[config.mk]
export PLATFORM = sky130hd
export DESIGN_NAME = uart_tx_arbiter
export DESIGN_NICKNAME = d
export VERILOG_FILES = /design/src/rtl/uart_tx_arbiter.sv
export SDC_FILE = /design/constraint.sdc
export NUM_CORES = 1
export LEC_CHECK = 0
export ABC_AREA = 1
export CAP_MARGIN = 20
export CORE_MARGIN = 8
export CORE_UTILIZATION = 30
export DETAILED_ROUTE_END_ITERATION = 7
export PLACE_DENSITY_LB_ADDON = 0.25
export SLEW_MARGIN = 25
export SYNTH_ARGS = -nofsm -noshare
export SYNTH_HDL_FRONTEND = slang
export SYNTH_SLANG_ARGS = --single-unit
[constraint.sdc]
create_clock -name clk -period 2.3 [get_ports clk]
set_input_delay 0.46 -clock clk [delete_from_list [all_inputs] [get_ports clk]]
set_output_delay 0.46 -clock clk [all_outputs]
set_load 0.005 [all_outputs]
[src/rtl/uart_tx_arbiter.sv]
// Round-robin arbiter sharing one UART transmit channel among NUM_REQ
// byte-stream requesters. A grant is held until the owner sends its last
// byte or reaches the MAX_BURST cap (0 = no cap). Bytes pass straight
// through combinationally while a grant is held.
//
// state | meaning
// ------+---------------------------------------------------------------
// IDLE  | no owner; pick the next requester round-robin after last_owner
// GRANT | owner_q connected to the tx channel until last byte or cap

module uart_tx_arbiter #(
    parameter int NUM_REQ   = 4,
    parameter int DATA_W    = 8,
    parameter int MAX_BURST = 4,
    localparam int SRC_W    = $clog2(NUM_REQ),
    localparam int BC_W     = (MAX_BURST > 0) ? $clog2(MAX_BURST + 1) : 1
) (
    input  logic                      clk,
    input  logic                      rst,
    input  logic [NUM_REQ-1:0]        req_valid,
    input  logic [NUM_REQ*DATA_W-1:0] req_data,
    input  logic [NUM_REQ-1:0]        req_last,
    output logic [NUM_REQ-1:0]        req_ready,
    output logic                      tx_valid,
    output logic [DATA_W-1:0]         tx_data,
    input  logic                      tx_ready,
    output logic [SRC_W-1:0]          tx_src,
    output logic                      busy
);

    typedef enum logic {
        IDLE,
        GRANT
    } state_t;

    state_t             state_q, state_d;
    logic [SRC_W-1:0]   owner_q, owner_d;
    logic [SRC_W-1:0]   last_owner_q, last_owner_d;
    logic [BC_W-1:0]    burst_cnt_q, burst_cnt_d;

    logic [SRC_W-1:0]   pick;
    logic               pick_found;
    logic               xfer;
    logic               cap_hit;

    // Round-robin search starting just after the previous owner, so the
    // previous owner is considered last.
    always_comb begin
        logic [SRC_W-1:0] idx;
        idx        = '0;
        pick       = '0;
        pick_found = 1'b0;
        for (int k = 1; k <= NUM_REQ; k++) begin
            idx = SRC_W'((int'(last_owner_q) + k) % NUM_REQ);
            if (!pick_found && req_valid[idx]) begin
                pick       = idx;
                pick_found = 1'b1;
            end
        end
    end

    // Next-state and pass-through outputs; everything is zero outside GRANT.
    always_comb begin
        state_d      = state_q;
        owner_d      = owner_q;
        last_owner_d = last_owner_q;
        burst_cnt_d  = burst_cnt_q;
        tx_valid     = 1'b0;
        tx_data      = '0;
        req_ready    = '0;
        busy         = 1'b0;
        xfer         = 1'b0;
        cap_hit      = 1'b0;
        case (state_q)
            IDLE: begin
                if (pick_found) begin
                    state_d      = GRANT;
                    owner_d      = pick;
                    last_owner_d = pick;
                    burst_cnt_d  = '0;
                end
            end
            GRANT: begin
                busy               = 1'b1;
                tx_valid           = req_valid[owner_q];
                tx_data            = req_data[int'(owner_q)*DATA_W +: DATA_W];
                req_ready[owner_q] = tx_ready;
                xfer               = tx_valid && tx_ready;
                cap_hit            = (MAX_BURST > 0) &&
                                     (int'(burst_cnt_q) + 1 == MAX_BURST);
                if (xfer) begin
                    // Saturate rather than wrap; unused when MAX_BURST is 0.
                    if (int'(burst_cnt_q) < MAX_BURST) begin
                        burst_cnt_d = burst_cnt_q + BC_W'(1);
                    end
                    if (req_last[owner_q] || cap_hit) begin
                        state_d = IDLE;
                    end
                end
            end
            default: begin
                state_d = IDLE;
            end
        endcase
    end

    // State register; last_owner resets to NUM_REQ-1 so requester 0 wins first.
    always_ff @(posedge clk or posedge rst) begin
        if (rst) begin
            state_q      <= IDLE;
            owner_q      <= '0;
            last_owner_q <= SRC_W'(NUM_REQ - 1);
            burst_cnt_q  <= '0;
        end else begin
            state_q      <= state_d;
            owner_q      <= owner_d;
            last_owner_q <= last_owner_d;
            burst_cnt_q  <= burst_cnt_d;
        end
    end

    assign tx_src = owner_q;

endmodule

==> flow_metrics.py <==
metrics = {
    "flow_run": {
        "max_cap_violations": 0,
    },
    "clock_tree": {
        "clock_path_buffers": 2,
        "clkLatencyLatePin_ns": 0.25,
        "cts_buffers": 3,
        "htreeDepth": 1,
        "clockRootBuffer": "clkbuf_4",
        "clock-sinks": 8,
        "cts_tree": "built",
        "clk_pin_slew_ns": 0.06,
        "holdBufCountCts": 0,
    },
    "floorplan": {
        "core.rowCount": 21,
        "die_w_microns": 73.6,
        "fp.dieArea_sq_mm": 0.00541,
        "pin_count": 59,
        "die_h_microns": 73.6,
        "core_sq_mm": 0.00326,
        "initial_core_util_pct": 30.5,
    },
    "sta": {
        "maxSlewViolCount": 0,
        "max_freq_mhz": 438,
        "hold_violations": 0,
        "relSlewSlack_pct": 71.2,
        "final.min_clock_period_ns": 2.29,
        "final.setup_skew_ns": 0.00359,
        "post-route-period-util_pct": 99.4,
        "worst_pin_slew_ns": 0.431,
        "finalSetupViolations": 0,
    },
    "worst_setup_path": {
        "arrival_ns": 1.83,
        "cp_max_fo": 10,
        "max_stage_delay_ns": 0.56,
        "path_cells": "nor2_4, a22oi_1, a31oi_1, clkdlybuf4s50_1",
        "crit_slowest_cell": "clkdlybuf4s50_1",
        "crit_type": "reg -> out",
        "crit_path_end_kind": "output port",
        "cp.required_ns": 1.84,
        "worstSetupStartpointType": "flop",
    },
    "worst_hold_path": {
        "hold_class": "in -> async",
    },
    "final_layout": {
        "area_growth_pct": 74.1,
        "fin_area_sq_mm": 0.00173,
        "layout-drive-gt1-share_pct": 19.5,
        "fin_util_pct": 53.1,
        "nNetsFinal": 266,
        "fillers": 343,
        "multiInputGateArea_sq_um": 682,
        "antenna_cells": 0,
        "layout_common_cells": "51 x nand2_1, 51 x clkdlybuf4s50_1, 20 x nand3_1",
        "regArea_sq_um": 205,
    },
    "placement": {
        "place_area_sq_mm": 0.00164,
        "globalplace.congestion": 0.764,
        "dp_hpwl_mm": 2.69,
        "io_buffers": 58,
    },
    "global_route": {
        "grt_pass1_vias": 1072,
        "grt_usage_pct": 11.6,
        "grt_pass1_wl_mm": 5.06,
        "grt.overflow.total": 0,
        "grt_max_degree": 16,
        "antenna_found_initial": 0,
    },
    "drt": {
        "vias_per_cell": 4.59,
        "vias": 1225,
        "drt-total-wl_mm": 3.41,
        "drt-initial-drc-count": 52,
        "drtPass1Iterations": 4,
        "ant_nets": 0,
        "drc_errors": 0,
        "wl_per_cell_microns": 12.8,
    },
    "yosys": {
        "ys_warn_count": 0,
        "syn-instance-count": 156,
        "synth_cell_types": 27,
        "yosys.area_share.adder_pct": 1.26,
        "synth_area_per_cell_sq_um": 6.38,
        "synth_largest_area_cell": "nand2_1",
        "synth_fp_nets": 200,
        "synth_area_leaders": "nand2_1 19%, dfrtp_1 15%, nand3_1 10%",
        "synth_xor_area_share_pct": 0,
        "synth_top_family_by_area": "simple AND/OR/NAND/NOR gates",
        "synthMuxAreaShare_pct": 0,
        "yosys_register_bits": 8,
        "ys_seq_area_share_pct": 20.4,
        "synth_compound_area_share_pct": 15.2,
        "synthSimpleGateAreaFrac_pct": 50.9,
        "synth_area_sq_um": 995,
        "synth_top_area_share_pct": 19.2,
    },
    "pwr": {
        "p_leak_nw": 0.864,
        "power_density_mw_per_mm2": 1200,
        "ir_drop_uv": 698,
    },
    "run_status": {
        "status": "finished, final reports clean",
    },
}
[per-layer routing]
| layer | wire length (microns) | GRT usage, % | part of all wire, % | up-vias |
|---|---|---|---|---|
| met2 | 1750 | 19.4 | 51 | 24 |
| met5 | 0 | 0 | 0 | - |
| li1 | - | - | - | 649 |
| met4 | 12 | 2.00 | 0.35 | 0 |
| met1 | 1510 | 14.5 | 44 | 550 |
| met3 | 137 | 3.41 | 4.0 | 2 |
[area by class of cell]
type                            count  area share, %
Multi-Input combinational cell    123           39.4
Tap cell                           46           3.32
Sequential cell                     8           11.8
Clock buffer                        4           1.52
Timing Repair Buffer               66           38.7
Inverter                           20           5.20
[Yosys cell counts (all sizes together)]
cell type	instances
nand2	67
nand3	21
inv	20
a22oi	9
a31oi	9
dfrtp	6
nor2	6
buf	5
nand4	3
a21oi	2
dfstp	2
nor3	2
a21boi	1
clkbuf	1
ha	1
o21ai	1
[worst paths after layout]
path / slack (ns) / cells after the start / start / to
hold / removal: 0.44 / 2 / rst / burst_cnt_q[0]$_DFFE_PP0P_
max in group asynchronous: 1.58 / 2 / rst / last_owner_q[0]$_DFFE_PP1P_
hold reg to reg: 0.49 / 2 / burst_cnt_q[2]$_DFFE_PP0P_ / burst_cnt_q[2]$_DFFE_PP0P_
setup / recovery: 0.01 / 4 / tx_src[0]$_DFFE_PP0P_ / tx_data[7]
setup reg to reg: 0.69 / 11 / last_owner_q[0]$_DFFE_PP1P_ / tx_src[1]$_DFFE_PP0P_
min in group clk: 0.49 / 2 / burst_cnt_q[2]$_DFFE_PP0P_ / burst_cnt_q[2]$_DFFE_PP0P_
[logic make-up after synthesis]
group,after synthesis
adder cells (fa/ha/maj),1
buffers and inverters,26
AND/OR/NAND/NOR,99
AO/OA/AOI/OAI,22
flip-flops,8
[stage by stage]
| stage | cells | setup WS, ns | TNS [ns] | total power [W] | hold WS [ns] |
|---|---|---|---|---|---|
| floorplan | 156 | 0.734 | 0 | 0.00131 | 0.274 |
| global placement | 258 | 0.102 | 0 | 0.00190 | 0.481 |
| detailed placement | 258 | 0.102 | 0 | 0.00190 | 0.488 |
| CTS | 264 | 0.00751 | 0 | 0.00208 | 0.445 |
| global route | 267 | -0.0438 | -0.0438 | 0.00225 | 0.484 |
| finish | 267 | 0.0145 | 0 | 0.00207 | 0.443 |
[power breakdown]
part	internal, W	switching, W	total [W]	leakage, nW
sequential	0.000226	0.000118	0.000344	0.0914
clock	0.0000664	0.0000478	0.000114	0.0150
combinational	0.000768	0.000846	0.00161	0.757
[worst max-delay path: cells and delay by family (launching register included)]
kind	cells	cell delay [ns]
buffers and inverters	1	0.56
DFF	1	0.48
AOI/OAI and AO/OA	2	0.30
and+or+nand+nor	1	0.24
[state kept, by name, indices dropped and copies added (netlist names)]
name	count
last_owner_q	2
burst_cnt_q	3
tx_src	2
state_q	1
[repair_timing]
action,4_1_cts,5_1_grt
resized for setup,3,9
pin swaps,1,0
buffers inserted,1,3
endpoints found under the setup margin,9,9
gates cloned,1,0
Note: power is estimated with default switching activity, not from simulation.
